--- src/rtl/cpu_pkg.sv ---
// Shared definitions for the instruction sequencer: control-state codes,
// opcode values and the smallest watchdog limit that still fits the
// longest instruction (ADD/SUB reach NEXT at step 6).
package cpu_pkg;

    typedef enum logic [3:0] {
        S_FETCH_PC   = 4'd1,
        S_FETCH_INST = 4'd2,
        S_HALT       = 4'd3,
        S_JUMP       = 4'd4,
        S_OUT_A      = 4'd5,
        S_LOAD_ADDR  = 4'd6,
        S_RAM_A      = 4'd7,
        S_RAM_B      = 4'd8,
        S_ALU_OP     = 4'd9,
        S_STORE_A    = 4'd10,
        S_NEXT       = 4'd11
    } state_t;

    localparam int OP_NOP = 'h00;
    localparam int OP_LDA = 'h01;
    localparam int OP_ADD = 'h02;
    localparam int OP_SUB = 'h03;
    localparam int OP_STA = 'h04;
    localparam int OP_OUT = 'h05;
    localparam int OP_JMP = 'h06;
    localparam int OP_JEZ = 'h07;
    localparam int OP_JNZ = 'h08;
    localparam int OP_HLT = 'h09;

    localparam int MIN_MAX_CYCLES = 7;

endpackage

--- src/rtl/cpu_seq_table.sv ---
// Combinational step table: given the step being left, the opcode and the
// zero flag, returns the control state of the following step.
// Ports: i_cycle (current step), i_opcode, i_zero_flag -> o_next_state, o_legal.
module cpu_seq_table
    import cpu_pkg::*;
#(
    parameter int OPCODE_W = 8,
    parameter int CYCLE_W  = 4
) (
    input  logic [CYCLE_W-1:0]  i_cycle,
    input  logic [OPCODE_W-1:0] i_opcode,
    input  logic                i_zero_flag,
    output state_t              o_next_state,
    output logic                o_legal
);

    localparam logic [CYCLE_W-1:0] C1 = CYCLE_W'(1);
    localparam logic [CYCLE_W-1:0] C2 = CYCLE_W'(2);
    localparam logic [CYCLE_W-1:0] C3 = CYCLE_W'(3);
    localparam logic [CYCLE_W-1:0] C4 = CYCLE_W'(4);

    always_comb begin
        o_next_state = S_NEXT;
        o_legal      = 1'b1;
        case (i_opcode)
            OPCODE_W'(OP_NOP): o_next_state = S_NEXT;
            OPCODE_W'(OP_OUT): o_next_state = (i_cycle == C1) ? S_OUT_A : S_NEXT;
            OPCODE_W'(OP_HLT): o_next_state = (i_cycle == C1) ? S_HALT  : S_NEXT;
            OPCODE_W'(OP_JMP): begin
                case (i_cycle)
                    C1:      o_next_state = S_FETCH_PC;
                    C2:      o_next_state = S_JUMP;
                    default: o_next_state = S_NEXT;
                endcase
            end
            // Conditional jumps resolve on the step-2 -> step-3 transition only.
            OPCODE_W'(OP_JEZ), OPCODE_W'(OP_JNZ): begin
                case (i_cycle)
                    C1: o_next_state = S_FETCH_PC;
                    C2: begin
                        if (i_zero_flag == (i_opcode == OPCODE_W'(OP_JEZ)))
                            o_next_state = S_JUMP;
                        else
                            o_next_state = S_NEXT;
                    end
                    default: o_next_state = S_NEXT;
                endcase
            end
            OPCODE_W'(OP_LDA), OPCODE_W'(OP_STA): begin
                case (i_cycle)
                    C1: o_next_state = S_FETCH_PC;
                    C2: o_next_state = S_LOAD_ADDR;
                    C3: o_next_state = (i_opcode == OPCODE_W'(OP_LDA)) ? S_RAM_A : S_STORE_A;
                    default: o_next_state = S_NEXT;
                endcase
            end
            OPCODE_W'(OP_ADD), OPCODE_W'(OP_SUB): begin
                case (i_cycle)
                    C1:      o_next_state = S_FETCH_PC;
                    C2:      o_next_state = S_LOAD_ADDR;
                    C3:      o_next_state = S_RAM_B;
                    C4:      o_next_state = S_ALU_OP;
                    default: o_next_state = S_NEXT;
                endcase
            end
            default: begin
                o_legal      = 1'b0;
                o_next_state = S_NEXT;
            end
        endcase
        // Step 1 is common to every instruction.
        if (i_cycle == '0)
            o_next_state = S_FETCH_INST;
    end

endmodule

--- src/rtl/cpu_sequencer.sv ---
// Instruction sequencer: walks each opcode through its control steps, one per clock.
// Ports: clk, reset (sync, active high), opcode, zero_flag, stall, resume ->
// state, cycle, instr_done, seq_error (sticky). stall freezes all state.
module cpu_sequencer
    import cpu_pkg::*;
#(
    parameter int OPCODE_W   = 8,
    parameter int CYCLE_W    = 4,
    parameter int MAX_CYCLES = 8
) (
    input  logic                clk,
    input  logic                reset,
    input  logic [OPCODE_W-1:0] opcode,
    input  logic                zero_flag,
    input  logic                stall,
    input  logic                resume,
    output logic [3:0]          state,
    output logic [CYCLE_W-1:0]  cycle,
    output logic                instr_done,
    output logic                seq_error
);

    if (MAX_CYCLES < MIN_MAX_CYCLES) begin : g_bad_max_cycles
        $error("cpu_sequencer: MAX_CYCLES must be at least %0d", MIN_MAX_CYCLES);
    end
    if ((MAX_CYCLES - 1) >= (2 ** CYCLE_W)) begin : g_bad_cycle_w
        $error("cpu_sequencer: CYCLE_W too narrow for MAX_CYCLES");
    end

    localparam logic [CYCLE_W-1:0] LP_WD_LIMIT = CYCLE_W'(MAX_CYCLES - 1);
    localparam logic [CYCLE_W-1:0] LP_DECODE   = CYCLE_W'(1);

    state_t              r_state;
    logic [CYCLE_W-1:0]  r_cycle;
    logic [OPCODE_W-1:0] r_opcode;
    logic                r_error;

    logic [OPCODE_W-1:0] w_opcode;
    state_t              w_next_state;
    logic                w_legal;

    // The decode edge looks at the live opcode; every later step uses the copy
    // captured on that edge so the instruction register may change underneath.
    assign w_opcode = (r_cycle == LP_DECODE) ? opcode : r_opcode;

    cpu_seq_table #(
        .OPCODE_W (OPCODE_W),
        .CYCLE_W  (CYCLE_W)
    ) u_table (
        .i_cycle      (r_cycle),
        .i_opcode     (w_opcode),
        .i_zero_flag  (zero_flag),
        .o_next_state (w_next_state),
        .o_legal      (w_legal)
    );

    always_ff @(posedge clk) begin
        if (reset) begin
            r_state  <= S_FETCH_PC;
            r_cycle  <= '0;
            r_opcode <= '0;
            r_error  <= 1'b0;
        end else if (!stall) begin
            if (r_state == S_NEXT) begin
                r_state <= S_FETCH_PC;
                r_cycle <= '0;
            end else if (r_state == S_HALT) begin
                if (resume) begin
                    r_state <= S_NEXT;
                    r_cycle <= r_cycle + CYCLE_W'(1);
                end
            end else if (r_cycle == LP_WD_LIMIT) begin
                // Watchdog: abandon the instruction and restart the fetch.
                r_state <= S_FETCH_PC;
                r_cycle <= '0;
                r_error <= 1'b1;
            end else begin
                r_state <= w_next_state;
                r_cycle <= r_cycle + CYCLE_W'(1);
                if (r_cycle == LP_DECODE) begin
                    r_opcode <= opcode;
                    if (!w_legal)
                        r_error <= 1'b1;
                end
            end
        end
    end

    assign state      = r_state;
    assign cycle      = r_cycle;
    assign instr_done = (r_state == S_NEXT);
    assign seq_error  = r_error;

endmodule

--- config.mk ---
export PLATFORM = sky130hd
export DESIGN_NAME = cpu_sequencer
export DESIGN_NICKNAME = d
export VERILOG_FILES = /design/src/rtl/cpu_pkg.sv /design/src/rtl/cpu_seq_table.sv /design/src/rtl/cpu_sequencer.sv
export SDC_FILE = /design/constraint.sdc
export NUM_CORES = 1
export LEC_CHECK = 0
export BUFFER_PORTS_ARGS = -buffer_cell sky130_fd_sc_hd__buf_2
export CORE_ASPECT_RATIO = 0.7
export CORE_UTILIZATION = 35
export CTS_BUF_LIST = sky130_fd_sc_hd__clkbuf_16
export CTS_CLUSTER_SIZE = 20
export DETAILED_ROUTE_END_ITERATION = 6
export GPL_ROUTABILITY_DRIVEN = 0
export PLACE_DENSITY = 0.64
export SLEW_MARGIN = 10
export SYNTH_ARGS = -nofsm -noshare
export SYNTH_HDL_FRONTEND = slang
export SYNTH_SLANG_ARGS = --single-unit
--- constraint.sdc ---
create_clock -name clk -period 3.98 [get_ports clk]
set_input_delay 0 -clock clk [delete_from_list [all_inputs] [get_ports clk]]
set_output_delay 0 -clock clk [all_outputs]
set_load 0.1 [all_outputs]
==> run metrics <==
Iteration-0 DRC Markers=194; total power=~650 uW; final wirelength=~4.2 mm; Post-Syn Area=1490 sq um; Die ar.=between 4000 and 5000 sq um; DRC violations left=0; first-pass GRT wire length=6.989 mm; H-tree depth=1; syn_nets=approximately 210; Clock Path Buffers=2; EDFF count, synth=0; Vias/cell=just under 6; Leakage=between 0.0006 and 0.0007 uW; worst reg2reg startpoint=cycle[0]; flops & latches, synth=17; syn_area_per_cell=7.761 sq um; CP Class=reg -> reg; Worst setup SP type=register; boundary pin count=23; port bufs=22; Power Dens Cells=around 380 nW/um^2; Final period util=76.48%; Fin. Hold Viols=0; min-delay src=stall; post-route setup TNS=0 ns; Max-Cap Viols=0; f_max=about 330 MHz; Max FO, Critical Path=13; initial antenna violation count=0; grt met3 use=roughly 4.7%; CTS root buf=clkbuf_16; First-pass DRT Iterations=4; initial core utilization=37.31%; Cell variety after synth=between 50 and 60; die height=approximately 57 um; Placeable Area=approximately 4000 sq um; Tmin final=between 3 and 4 ns; Worst-path clk slew=0.06 ns; Setup crit end kind=register; grt met2 use=26.74%; Fill cells=420; Vias=1515; HPWL after DPL=roughly 3.0 mm; Rel. slew slack=about 44%; Syn Inst Count=192; total CTS buffers=3; Worst IR Drop VDD=197.5 uV; num rows=19; Critical path origin=cycle[0]; Required @ worst endpoint=4.10 ns; Critical Path AT=3.16 ns; ys flop type=dfxtp_1; status=completed; routed len/inst=approximately 16 um; Nets=~220; HP Class=in -> reg; Die Wd=about 80 um; post-route ant nets=0; post-synthesis sequential area ratio=about 23%; RSZ-0062 raised after global routing=no; Congestion Overflow GR=0; Clock Skews=roughly 0.0055 ns; layout cell share with drive strength beyond 1=approximately 19%; CTS tree=built; worst skew pair latency=0.25 ns; # setup viols final=0; Inserted Diodes=0; Worst Tran Pin Value=between 0.8 and 0.9 ns; busiest grt layer=met1; Max Slew Vio Count=0; pin count of the biggest net entering global routing=20; GRT Resource Usage Total=between 20 and 25%; Fin Hold WS=about 0.12 ns; Post-synth ARST share=0%; M1 GR Usage=around a third; Sink Count=17; Ys Warns=0; vias in the first global route=1349; synth-to-layout area growth=15.37%
metrics by stage:
step                instances  setup WS [ns]  utilization, %  area [sq um]
finish                    258         0.9362           43.05          1719
global route              258         0.7034           43.05          1719
floorplan                 192          1.006               -          1490
detailed placement        250          1.032           39.97          1597
global placement          250          1.134           39.97          1597
CTS                       258          1.007           43.05          1719
synth_stat cells (all sizes together) (4+ instances only):
cell type,count,area (sq um)
nor2,29,108.9
nand2b,4,25.02
nand2,13,48.80
o41ai,4,53.81
a21o,4,30.03
dfxtp,17,340.3
nand3,6,30.03
o21ai,4,20.02
mux2i,9,90.09
nor3,7,40.04
a21oi,5,25.02
buf,6,31.28
xnor2,5,43.79
nor4,5,43.79
ha,4,50.05
clkbuf,10,37.54
inv,6,22.52
cell families after synthesis:
| kind of cell | Yosys count | share of synthesized area, % |
|---|---|---|
| DFF | 17 | 22.84 |
| xor gates and xnor gates | 5 | 2.939 |
| AOI/OAI and AO/OA | 44 | 23.18 |
| buffers and inverters | 22 | 6.129 |
| adders and majority gates | 4 | 3.359 |
| muxes | 9 | 6.046 |
| and+or+nand+nor | 91 | 35.52 |
registers in the layout, indices dropped and copies added, names as in the netlist:
| register | flops |
|---|---|
| r_opcode | 8 |
| cycle | 4 |
| state | 4 |
| seq_error | 1 |
layout make-up:
| cell class | instances | area, sq um | share of cell area, % |
|---|---|---|---|
| multi-input combinational | 153 | 1059 | 61.57 |
| sequential | 17 | 340.3 | 19.80 |
| tap | 52 | 65.06 | 3.785 |
| clock inverter | 1 | 7.507 | 0.4367 |
| timing repair buffer | 26 | 150.1 | 8.734 |
| clock buffer | 3 | 75.07 | 4.367 |
| inverter | 6 | 22.52 | 1.310 |
metal layers:
layer / part of all wire, % / vias to the layer above
met2: 40 / 75
met5: 0 / -
met4: 0.48 / 0
met1: 50 / 693
li1: - / 742
met3: 9.2 / 5
timing repair:
| item | in CTS | in global routing |
|---|---|---|
| endpoints found under the hold margin | 4 | 0 |
| gates resized for setup | 0 | 0 |
| buffers inserted | 0 | 0 |
| hold buffers | 4 | 0 |
power breakdown:
group	leakage [uW]	switching [uW]	internal [uW]
logic	0.000498	157	81.4
registers	0.000139	16.9	182
clock network	0.0000371	74.6	136
total	0.000674	249	400
final timing paths:
check / to / slack (ns) / cells after the start
max: state[3] / 0.94 / 7
min: cycle[2] / 0.12 / 3
min reg2reg: r_opcode[7] / 0.49 / 2
max reg2reg: state[3] / 0.94 / 7
worst max-delay path, stage by stage (launching register included):
cell and delay, ns:
dfxtp_1 0.43, ha_1 0.41, nor3b_2 0.76, nand2_1 0.25, o41ai_4 0.51, nor4b_4 0.11
a311oi_1 0.32, a22oi_1 0.11
cells in the final DEF (no fill, tap or decap), types with 4 or more instances in the layout:
| cell type | instances |
|---|---|
| nor2_1 | 29 |
| buf_2 | 22 |
| dfxtp_1 | 17 |
| nand2_1 | 13 |
| mux2i_1 | 9 |
| inv_1 | 6 |
| nor3_1 | 6 |
| nand3_1 | 6 |
| xnor2_1 | 5 |
| a21oi_1 | 5 |
| nand2b_1 | 4 |
| a21o_1 | 4 |
| o21ai_0 | 4 |
| ha_1 | 4 |
| dlygate4sd3_1 | 4 |
Note: power is estimated with default switching activity, not from simulation.
